File: src/rtl/reg_wb_ctrl_pkg.sv
// Shared types and constants for the register-file writeback controller.
package reg_wb_ctrl_pkg;

  localparam int unsigned NUM_REGS   = 32;
  localparam int unsigned REG_ADDR_W = 5;
  localparam int unsigned XLEN       = 32;

  typedef enum logic {
    SRC_ALU = 1'b0,
    SRC_LSU = 1'b1
  } src_e;

  typedef struct packed {
    logic [REG_ADDR_W-1:0] addr;
    logic [XLEN-1:0]       data;
  } wb_entry_t;

  function automatic logic [NUM_REGS-1:0] onehot(input logic [REG_ADDR_W-1:0] a);
    logic [NUM_REGS-1:0] v;
    v    = '0;
    v[a] = 1'b1;
    return v;
  endfunction

endpackage

File: src/rtl/reg_wb_ctrl_if.sv
// Producer handshakes, register-file write port and hazard mask of reg_wb_ctrl.
interface reg_wb_ctrl_if;
  import reg_wb_ctrl_pkg::*;

  logic                  alu_valid;
  logic                  alu_ready;
  logic [REG_ADDR_W-1:0] alu_addr;
  logic [XLEN-1:0]       alu_data;
  logic                  lsu_valid;
  logic                  lsu_ready;
  logic [REG_ADDR_W-1:0] lsu_addr;
  logic [XLEN-1:0]       lsu_data;
  logic                  wrEn;
  logic [REG_ADDR_W-1:0] wrAddr;
  logic [XLEN-1:0]       wrData;
  logic [NUM_REGS-1:0]   busy_mask;

  modport master (
    output alu_valid, alu_addr, alu_data, lsu_valid, lsu_addr, lsu_data,
    input  alu_ready, lsu_ready, wrEn, wrAddr, wrData, busy_mask
  );

  modport slave (
    input  alu_valid, alu_addr, alu_data, lsu_valid, lsu_addr, lsu_data,
    output alu_ready, lsu_ready, wrEn, wrAddr, wrData, busy_mask
  );
endinterface

File: src/rtl/reg_wb_ctrl_fifo.sv
// Per-source writeback FIFO with per-entry address match and pending-register vector.
module wb_fifo
  import reg_wb_ctrl_pkg::*;
#(
  parameter int unsigned DEPTH = 4
) (
  input  logic                    clk,
  input  logic                    rst,
  input  logic                    push,
  input  wb_entry_t               push_entry,
  input  logic                    pop,
  output wb_entry_t               head,
  output logic                    full,
  output logic                    empty,
  output logic [$clog2(DEPTH):0]  count,
  input  logic [REG_ADDR_W-1:0]   match_addr,
  output logic [DEPTH-1:0]        match_vec,
  output logic [NUM_REGS-1:0]     busy_vec
);
  localparam int unsigned PW = $clog2(DEPTH);
  localparam logic [PW-1:0] PTR_ONE  = PW'(1);
  localparam logic [PW:0]   CNT_ONE  = (PW+1)'(1);
  localparam logic [PW:0]   CNT_FULL = (PW+1)'(DEPTH);

  wb_entry_t        mem [DEPTH];
  logic [PW-1:0]    wr_ptr, rd_ptr;
  logic [DEPTH-1:0] entry_valid;
  logic             do_push, do_pop;

  assign full    = (count == CNT_FULL);
  assign empty   = (count == '0);
  assign do_push = push && !full;
  assign do_pop  = pop && !empty;
  assign head    = mem[rd_ptr];

  always_ff @(posedge clk or posedge rst) begin
    if (rst) begin
      wr_ptr <= '0;
      rd_ptr <= '0;
      count  <= '0;
    end else begin
      if (do_push) wr_ptr <= wr_ptr + PTR_ONE;
      if (do_pop)  rd_ptr <= rd_ptr + PTR_ONE;
      case ({do_push, do_pop})
        2'b10:   count <= count + CNT_ONE;
        2'b01:   count <= count - CNT_ONE;
        default: count <= count;
      endcase
    end
  end

  always_ff @(posedge clk) begin
    if (do_push) mem[wr_ptr] <= push_entry;
  end

  // Slot i is live when its distance from the read pointer is below the count.
  always_comb begin
    entry_valid = '0;
    match_vec   = '0;
    busy_vec    = '0;
    for (int unsigned i = 0; i < DEPTH; i++) begin
      entry_valid[PW'(i)] = ({1'b0, PW'(i) - rd_ptr} < count);
      match_vec[PW'(i)]   = entry_valid[PW'(i)] && (match_addr != '0) &&
                            (mem[PW'(i)].addr == match_addr);
      if (entry_valid[PW'(i)]) busy_vec = busy_vec | onehot(mem[PW'(i)].addr);
    end
  end

endmodule

File: src/rtl/reg_wb_ctrl.sv
// Two-source writeback controller: buffers ALU/LSU results and arbitrates them onto the register-file write port.
module reg_wb_ctrl
  import reg_wb_ctrl_pkg::*;
#(
  parameter int unsigned DEPTH        = 4,
  parameter int unsigned STARVE_LIMIT = 3
) (
  input  logic          clk,
  input  logic          rst,
  reg_wb_ctrl_if.slave  bus
);
  localparam int unsigned PW = $clog2(DEPTH);
  localparam int unsigned SW = (STARVE_LIMIT > 0) ? $clog2(STARVE_LIMIT + 1) : 1;
  localparam logic [SW-1:0] STARVE_MAX = SW'(STARVE_LIMIT);
  localparam logic [PW:0]   CNT_MAX    = (PW+1)'(DEPTH);

  wb_entry_t             alu_head, lsu_head, grant_entry;
  logic                  alu_full, alu_empty, lsu_full, lsu_empty;
  logic [PW:0]           alu_count, lsu_count;
  logic [DEPTH-1:0]      alu_match, lsu_match;
  logic [NUM_REGS-1:0]   alu_busy, lsu_busy, wr_busy;
  logic                  alu_rdy, lsu_rdy, alu_push, lsu_push, alu_pop, lsu_pop;
  logic                  grant_any;
  src_e                  grant_src;
  logic [SW-1:0]         starve_cnt;
  logic                  wr_en;
  logic [REG_ADDR_W-1:0] wr_addr;
  logic [XLEN-1:0]       wr_data;

  // Each FIFO matches against the other source's incoming address.
  wb_fifo #(.DEPTH(DEPTH)) u_alu_fifo (
    .clk(clk), .rst(rst), .push(alu_push),
    .push_entry('{addr: bus.alu_addr, data: bus.alu_data}),
    .pop(alu_pop), .head(alu_head), .full(alu_full), .empty(alu_empty),
    .count(alu_count), .match_addr(bus.lsu_addr), .match_vec(alu_match),
    .busy_vec(alu_busy)
  );

  wb_fifo #(.DEPTH(DEPTH)) u_lsu_fifo (
    .clk(clk), .rst(rst), .push(lsu_push),
    .push_entry('{addr: bus.lsu_addr, data: bus.lsu_data}),
    .pop(lsu_pop), .head(lsu_head), .full(lsu_full), .empty(lsu_empty),
    .count(lsu_count), .match_addr(bus.alu_addr), .match_vec(lsu_match),
    .busy_vec(lsu_busy)
  );

  // A source is held off while the other one still owns a write to the same register.
  assign alu_rdy  = !alu_full && !(|lsu_match);
  assign lsu_rdy  = !lsu_full && !(|alu_match) &&
                    !(bus.alu_valid && alu_rdy && (bus.alu_addr == bus.lsu_addr) &&
                      (bus.lsu_addr != '0));
  assign alu_push = bus.alu_valid && alu_rdy && (bus.alu_addr != '0);
  assign lsu_push = bus.lsu_valid && lsu_rdy && (bus.lsu_addr != '0);

  always_comb begin
    grant_any   = !alu_empty || !lsu_empty;
    grant_src   = SRC_ALU;
    if (!lsu_empty && (alu_empty || starve_cnt == STARVE_MAX)) grant_src = SRC_LSU;
    alu_pop     = grant_any && (grant_src == SRC_ALU);
    lsu_pop     = grant_any && (grant_src == SRC_LSU);
    grant_entry = (grant_src == SRC_LSU) ? lsu_head : alu_head;
  end

  always_ff @(posedge clk or posedge rst) begin
    if (rst) begin
      starve_cnt <= '0;
    end else if (lsu_empty || lsu_pop) begin
      starve_cnt <= '0;
    end else if (starve_cnt != STARVE_MAX) begin
      starve_cnt <= starve_cnt + SW'(1);
    end
  end

  always_ff @(posedge clk or posedge rst) begin
    if (rst) begin
      wr_en   <= 1'b0;
      wr_addr <= '0;
      wr_data <= '0;
    end else begin
      wr_en <= grant_any;
      if (grant_any) begin
        wr_addr <= grant_entry.addr;
        wr_data <= grant_entry.data;
      end
    end
  end

  assign wr_busy       = wr_en ? onehot(wr_addr) : '0;
  assign bus.alu_ready = alu_rdy;
  assign bus.lsu_ready = lsu_rdy;
  assign bus.wrEn      = wr_en;
  assign bus.wrAddr    = wr_addr;
  assign bus.wrData    = wr_data;
  assign bus.busy_mask = (alu_busy | lsu_busy | wr_busy) & {{(NUM_REGS-1){1'b1}}, 1'b0};

  a_count_bound: assert property (@(posedge clk) disable iff (rst)
    (alu_count <= CNT_MAX) && (lsu_count <= CNT_MAX));

endmodule

File: src/flat_wrapper.sv
// flat-port wrapper written by rule: the top's interface ports become plain ports
module reg_wb_ctrl_flat import reg_wb_ctrl_pkg::*;
#(
  parameter int unsigned DEPTH        = 4,
  parameter int unsigned STARVE_LIMIT = 3
)
  (clk, rst, bus_alu_valid, bus_alu_addr, bus_alu_data, bus_lsu_valid, bus_lsu_addr, bus_lsu_data, bus_alu_ready, bus_lsu_ready, bus_wrEn, bus_wrAddr, bus_wrData, bus_busy_mask);
  reg_wb_ctrl_if bus_i ();
  input  logic clk;
  input  logic rst;
  input wire logic [$bits(bus_i.alu_valid)-1:0] bus_alu_valid;
  input wire logic [$bits(bus_i.alu_addr)-1:0] bus_alu_addr;
  input wire logic [$bits(bus_i.alu_data)-1:0] bus_alu_data;
  input wire logic [$bits(bus_i.lsu_valid)-1:0] bus_lsu_valid;
  input wire logic [$bits(bus_i.lsu_addr)-1:0] bus_lsu_addr;
  input wire logic [$bits(bus_i.lsu_data)-1:0] bus_lsu_data;
  output wire logic [$bits(bus_i.alu_ready)-1:0] bus_alu_ready;
  output wire logic [$bits(bus_i.lsu_ready)-1:0] bus_lsu_ready;
  output wire logic [$bits(bus_i.wrEn)-1:0] bus_wrEn;
  output wire logic [$bits(bus_i.wrAddr)-1:0] bus_wrAddr;
  output wire logic [$bits(bus_i.wrData)-1:0] bus_wrData;
  output wire logic [$bits(bus_i.busy_mask)-1:0] bus_busy_mask;
  assign bus_i.alu_valid = bus_alu_valid;
  assign bus_i.alu_addr = bus_alu_addr;
  assign bus_i.alu_data = bus_alu_data;
  assign bus_i.lsu_valid = bus_lsu_valid;
  assign bus_i.lsu_addr = bus_lsu_addr;
  assign bus_i.lsu_data = bus_lsu_data;
  assign bus_alu_ready = bus_i.alu_ready;
  assign bus_lsu_ready = bus_i.lsu_ready;
  assign bus_wrEn = bus_i.wrEn;
  assign bus_wrAddr = bus_i.wrAddr;
  assign bus_wrData = bus_i.wrData;
  assign bus_busy_mask = bus_i.busy_mask;
  reg_wb_ctrl #(.DEPTH(DEPTH), .STARVE_LIMIT(STARVE_LIMIT)) u_core (.clk(clk), .rst(rst), .bus(bus_i));
endmodule
File: config.mk
export PLATFORM = sky130hd
export DESIGN_NAME = reg_wb_ctrl_flat
export DESIGN_NICKNAME = d
export VERILOG_FILES = /design/src/rtl/reg_wb_ctrl_pkg.sv /design/src/rtl/reg_wb_ctrl_if.sv /design/src/rtl/reg_wb_ctrl_fifo.sv /design/src/rtl/reg_wb_ctrl.sv /design/src/flat_wrapper.sv
export SDC_FILE = /design/constraint.sdc
export NUM_CORES = 1
export LEC_CHECK = 0
export ABC_AREA = 1
export CAP_MARGIN = 20
export CORE_MARGIN = 4
export CORE_UTILIZATION = 40
export DETAILED_ROUTE_END_ITERATION = 8
export PLACE_DENSITY = 0.59
export SYNTH_ARGS = -nofsm -noshare
export SYNTH_HDL_FRONTEND = slang
export SYNTH_SLANG_ARGS = --single-unit
File: constraint.sdc
create_clock -name clk -period 6.7 [get_ports clk]
set_input_delay 0.67 -clock clk [delete_from_list [all_inputs] [get_ports clk]]
set_output_delay 0.67 -clock clk [all_outputs]
set_load 0.01 [all_outputs]
# Word level (Yosys, flattened, before mapping)
# Memories as Yosys holds them, arrays and structs flattened.
# Cells that the tools add are included.
classes:
  n_div: 0
  n_eq_ne: 17
  mul: 0
  addsub: 17
  order_cmp: 26
  bitwise: 9
  mux: 37
  reduce_logical: 60
  shifts: 0
ops:
  columns: ["cell", "n"]
  rows:
  - ["32-bit 2-to-1 mux", 9]
  - ["32-bit OR", 8]
  - ["5-bit by 6-bit less-than comparator with 1-bit output, second input constant", 9]
  - ["1-bit demux with 5-bit select", 9]
  - ["5-bit equality test", 9]
  - ["5-bit by 1-bit >= comparator with 1-bit output, second input constant", 9]
  - ["1-bit logical AND", 41]
  - ["37-bit 2-to-1 mux", 1]
  - ["2-bit by 3-bit less-than comparator with 1-bit output", 8]
  - ["1-bit 2-to-1 mux", 14]
  - ["3-bit case mux with 2 select lines", 2]
  - ["2-bit by 1-bit adder with 2-bit output, second input constant", 5]
  - ["5-bit nonzero test", 2]
  - ["4-bit OR reduction", 2]
  - ["1-bit by 2-bit subtractor with 2-bit output, first input constant", 4]
  - ["2-bit subtractor, first input constant", 4]
  - ["1-bit zero test", 7]
  - ["3-bit by 1-bit adder with 3-bit output, second input constant", 2]
  - ["2-bit equality test, second input constant", 3]
  - ["3-bit equality test, second input constant", 2]
  - ["3-bit zero test", 2]
  - ["2-bit nonzero test", 3]
  - ["3-bit by 1-bit subtractor with 3-bit output, second input constant", 2]
  - ["2-bit by 1-bit equality test with 1-bit output, second input constant", 2]
  - ["4 further kinds", 7]
totals:
  out_inout_bits: 72
  reg_bits: 54
  mem_bits_ro: 0
  memories: 2
  ramBits: 296
  latchBits: 0
mem_list:
  columns: ["memory", "words", "width", "rd", "rd_clocked_by_memory_dff", "wr", "line_no", "rtl"]
  rows:
  - ["u_core.u_alu_fifo.mem", 4, 37, 5, 0, 1, "reg_wb_ctrl_fifo.sv:25", "wb_entry_t mem [DEPTH];"]
  - ["u_core.u_lsu_fifo.mem", 4, 37, 5, 0, 1, "reg_wb_ctrl_fifo.sv:25", null]

# Logic depth before layout (Yosys ltp)
logic_depth:
  depth_word: 17
  ltp_mapped: 21
  mapped_depth_nobuf: 20

# Hierarchy
# A second synthesis with hierarchy kept.
hier_totals:
  hier_cells: 2059
  area_unflattened_um2: 18315.1
modules_own_cells:
  columns: ["mod", "n_inst", "area_each_um2", "seq_area_each_um2", "cells_per_inst"]
  rows:
  - ["wb_fifo at u_core.u_lsu_fifo", 1, 8020.2, 4619.4, 884]
  - ["wb_fifo at u_core.u_alu_fifo", 1, 7983.9, 4619.4, 884]
  - ["reg_wb_ctrl", 1, 2311.0, 1001.0, 291]

# Worst setup path after synthesis
# OpenSTA, ideal clock, no wires.
synth_path:
  path_kind: "register to register"
  from: "register u_core.u_alu_fifo.rd_ptr[1]"
  to: "memory u_core.u_lsu_fifo.mem[0][0] (netlist bit) (enable)"
  setup_slack_ns: 2.500
  synth_period_minus_slack_ns: 4.200
  arrival_time_ns: 3.768
  setup_ns: 0.431
  stages_incl_launch_ff: 17
  n_path_buf: 3
  path_cell_list: "dfrtp_1 buf_2 nor2_1 buf_2 clkbuf_1 inv_1 nand2_1 inv_1 ha_1 nand3_1 nand2_1 nor2_1 nand2_1 nand2_2 nor3_4 nand3_4 nor2_1"
synth_between:
  elab_chain_cells: 13
synth_lines:
  columns: ["item", "line_no", "rtl"]
  rows:
  - ["from (decl)", "reg_wb_ctrl_fifo.sv:26", "logic [PW-1:0] wr_ptr, rd_ptr;"]
  - ["from (signal assigned)", "reg_wb_ctrl_fifo.sv:43", "if (do_pop) rd_ptr <= rd_ptr + PTR_ONE;"]
  - ["1-bit by 2-bit subtractor with 2-bit output / 2-bit subtractor (equally long branches)", "reg_wb_ctrl_fifo.sv:62", "entry_valid[PW'(i)] = ({1'b0, PW'(i) - rd_ptr} < count);"]
  - ["2-bit by 3-bit less-than comparator with 1-bit output", "reg_wb_ctrl_fifo.sv:62", null]
  - ["1-bit logical AND (2 in series)", "reg_wb_ctrl_fifo.sv:63", "match_vec[PW'(i)] = entry_valid[PW'(i)] && (match_addr != '0) &&"]
  - ["4-bit OR reduction (*)", "reg_wb_ctrl.sv:49", "assign lsu_rdy = !lsu_full && !(|alu_match) &&"]
  - ["1-bit zero test (*)", "reg_wb_ctrl.sv:49", null]
  - ["1-bit logical AND (*) (2 in series)", "reg_wb_ctrl.sv:49", null]
  - ["1-bit logical AND (*) (2 in series)", "reg_wb_ctrl.sv:53", "assign lsu_push = bus.lsu_valid && lsu_rdy && (bus.lsu_addr != '0);"]
  - ["1-bit logical AND (*)", "reg_wb_ctrl_fifo.sv:32", "assign do_push = push && !full;"]
  - ["1-bit 2-to-1 mux (*)", "reg_wb_ctrl_fifo.sv:53", "if (do_push) mem[wr_ptr] <= push_entry;"]
  - ["1-bit 2-to-1 mux (not written as such) (*)", "reg_wb_ctrl_fifo.sv:53", null]
  - ["to (decl)", "reg_wb_ctrl_fifo.sv:25", null]
# Mark *: on every way between the ends. The rest lies on a longest branch, timed or not.

# Final worst setup path
layout_path:
  from: "register u_core.u_alu_fifo.rd_ptr[0]"
  to: "output port bus_busy_mask[5]"
layout_between:
  elab_chain_cells: 11
layout_lines:
  columns: ["item", "line_no", "rtl"]
  rows:
  - ["1-bit by 2-bit subtractor with 2-bit output", "reg_wb_ctrl_fifo.sv:62", null]
  - ["2-bit by 3-bit less-than comparator with 1-bit output", "reg_wb_ctrl_fifo.sv:62", null]
  - ["32-bit 2-to-1 mux", "reg_wb_ctrl_fifo.sv:65", "if (entry_valid[PW'(i)]) busy_vec = busy_vec | onehot(mem[PW'(i)].addr);"]
  - ["32-bit OR", "reg_wb_ctrl_fifo.sv:65", null]
  - ["32-bit 2-to-1 mux", "reg_wb_ctrl_fifo.sv:65", null]
  - ["32-bit OR", "reg_wb_ctrl_fifo.sv:65", null]
  - ["32-bit 2-to-1 mux", "reg_wb_ctrl_fifo.sv:65", null]
  - ["32-bit OR", "reg_wb_ctrl_fifo.sv:65", null]
  - ["32-bit 2-to-1 mux (*)", "reg_wb_ctrl_fifo.sv:65", null]
  - ["32-bit OR (*) (2 in series)", "reg_wb_ctrl.sv:94", "assign bus.busy_mask = (alu_busy | lsu_busy | wr_busy) & {{(NUM_REGS-1){1'b1}}, 1'b0};"]
  - ["to (decl)", "flat_wrapper.sv:22", "output wire logic [$bits(bus_i.busy_mask)-1:0] bus_busy_mask;"]
# Marked as above.

==> metrics <==
clk slew on worst S/H paths 0.06 ns; RSZ-0062 raised after global routing no; delay of the slowest critical-path stage ~0.78 ns; IO buf count approximately 150; Fmax achieved roughly 210 MHz; Final setup viols 0; Least-Margin Pin Slew roughly 1.1 ns; Worst Skew ~0.016 ns; Global Route Usage Sum 26.01%; EDFF count, synth 296; Arr. time, crit path 4.17 ns; nets ~1900; syn nets ~1700; Num CTS Buffers 36; Starting Density between 40% and 50%; most frequent cell after synthesis nand2_1; Max Cap Viol 0; R2R setup slack ~2.7 ns; row count 74; library cells used by synthesis 45; vias in the first global route roughly 13000; Crit. End Element output pin; Clock Sink Count 350; relative slew slack 28.44%; Synth Register Bits 350; antenna violations before repair 1; Ys Warns 0; Setup Fix Bufs, Post-CTS 0; WS Path Type reg -> out; Final Instance Area approximately 20000 um^2; post-CTS sizing 0; Avg Inst Size Synth a little over 10 um^2; total area of sequential cells 10240 um^2; CP Data Required Time roughly 6 ns; register area share after synthesis a little over 60%; Pwr Density ~470 nW/um^2; most frequent cells after synthesis nand2_1 (357), edfxtp_1 (296), nand3_1 (155); Area after DPL between 15000 and 20000 um^2; Setup TNS Final 0 ns; Root Buffer clkbuf_16; Final Hold Vio Count 0; Synth Cell Area 16850 um^2; Core Region slightly above 40000 um^2; CP Launch Type register; WL/cell about 26 um; Post-synth top flop edfxtp_1; worst-skew pair later-pin latency ~0.53 ns; detailed-route DRC error count 0; # IOs 150; top cell type by total area after synthesis edfxtp_1; outcome completed; HPWL after DPL between 40 and 50 mm; GP Congestion 1.012; worst vdd ir 0.0002540 V; DRC marker count from the first detailed-route iteration ~1300; CTS tree yes; diode count 0; min Tclk post-route 4.836 ns; 1st-pass router iterations 6; die height between 200 and 250 um; pins over their slew limit 0; drt total wl between 50 and 60 mm; area grow syn2layout 19.45%; ys async rst share approximately 15%; CP max stage cell dfrtp_2; die area 45470 um^2; area occupied by multi-input gates 5758 um^2; largest net degree at the start of global routing 80; via count about 13000; Post-Syn Instances between 1500 and 2000; crit path cell chain buf_4 -> nor2_2 -> inv_1 -> nand2_1 -> inv_1 -> ha_1 -> nand3_1 -> nand2_1 -> inv_1 -> nand3_1 -> o211ai_1 -> a21oi_1 -> nand3_1 -> clkdlybuf4s50_1; Via density between 5 and 6; clock buffer depth 3; post-synth top area share between 50% and 60%; leakage power between 0.007 and 0.008 uW; die extent in x roughly 210 um; min-delay worst type reg -> reg; ranking of synthesized cells by area edfxtp_1 (53%), dfrtp_1 (8.0%), nand2_1 (8.0%); CP max FO 36; period utilisation layout between 70% and 80%; antenna-violating nets left 0; CTS H-tree lvls 2; # hold bufs at CTS 0; share of layout cells above drive strength 1 about 6.4%; Layout fillers 3800; GR Overflow Total 0; first-pass GRT wire length just under 90 mm
[layout by cell type, fill, tap and decap left out, types with 46 or more instances in the layout]
master and count:
a221oi_1 47, clkdlybuf4s50_1 148, dfrtp_1 53, edfxtp_1 296
inv_1 146, nand2_1 357, nand3_1 155, nand4_1 46
nor2_1 112, nor3_1 65, o22ai_1 59
[cell families (layout without fill, tap and decap cells)]
group,count (synthesis),in the layout,synth area share (%)
buf+inv,230,394,5.517
other cells,1,1,0.02226
fa+ha+maj,21,21,1.648
xor+xnor,42,42,2.183
simple gates,768,768,20.22
compound gates,229,229,9.638
flops,350,350,60.77
[flip-flops by register name (all words and copies together), names as in the netlist, 3 cells and up]
register / count
u_core.bus.wrAddr: 5
u_core.bus.wrData: 32
u_core.u_alu_fifo.count: 3
u_core.u_alu_fifo.mem: 148
u_core.u_lsu_fifo.mem: 148
u_core.u_lsu_fifo.count: 3
[final timing paths]
check | startpoint | end | cells after the start
setup / recovery | u_core.u_alu_fifo.rd_ptr[0] | bus_busy_mask[5] | 14
hold / removal | u_core.starve_cnt[0] | u_core.starve_cnt[0] | 1
setup reg to reg | u_core.u_alu_fifo.rd_ptr[0] | u_core.u_lsu_fifo.mem[0][11] | 14
hold reg to reg | u_core.starve_cnt[0] | u_core.starve_cnt[0] | 1
max in group asynchronous | rst | u_core.bus.wrAddr[1] | 3
min in group asynchronous | rst | u_core.u_alu_fifo.rd_ptr[1] | 3
[worst max-delay path, delay by kind of cell, from the launching register on]
kind,cells,cell delay [ns]
flip-flops,1,0.78
AO/OA/AOI/OAI,2,0.40
buffers and inverters,5,1.35
AND/OR/NAND/NOR,6,0.84
adder cells (fa/ha/maj),1,0.22
[layout make-up]
class	count	area share, %
clock inverters	21	1.020
multi-input cells	1061	28.61
well taps	532	3.307
repair buffers	173	8.542
clock buffers	45	4.749
flip-flops and latches	350	50.88
inverters	155	2.891
[power by group]
part	internal (uW)	leakage, uW	switching [uW]	total, uW
sequential	2930	0.00334	344	3270
combinational	1360	0.00349	2790	4160
clock	1170	0.000567	806	1980
total	5460	0.00739	3940	9410
[per-layer routing]
layer	vias up	global-route usage (%)	share of wire, %
met1	6590	33.21	40
li1	6148	-	-
met2	559	43.32	48
met5	-	0	0.033
met4	2	13.51	5.9
met3	126	3.732	6.0
[per-stage QoR]
stage	std cells	power, uW	setup slack (ns)	hold WS [ns]	utilization (%)
after global placement	2267	7432	2.026	0.4205	45.84
after floorplan	1641	5573	2.500	0.4081	-
final	2337	9409	1.864	0.4386	48.85
after global routing	2337	9989	1.646	0.4721	48.85
after CTS	2337	9492	1.903	0.4442	48.85
after detailed placement	2271	7497	2.406	0.4281	46.03
(Power assumes the default switching activity.)
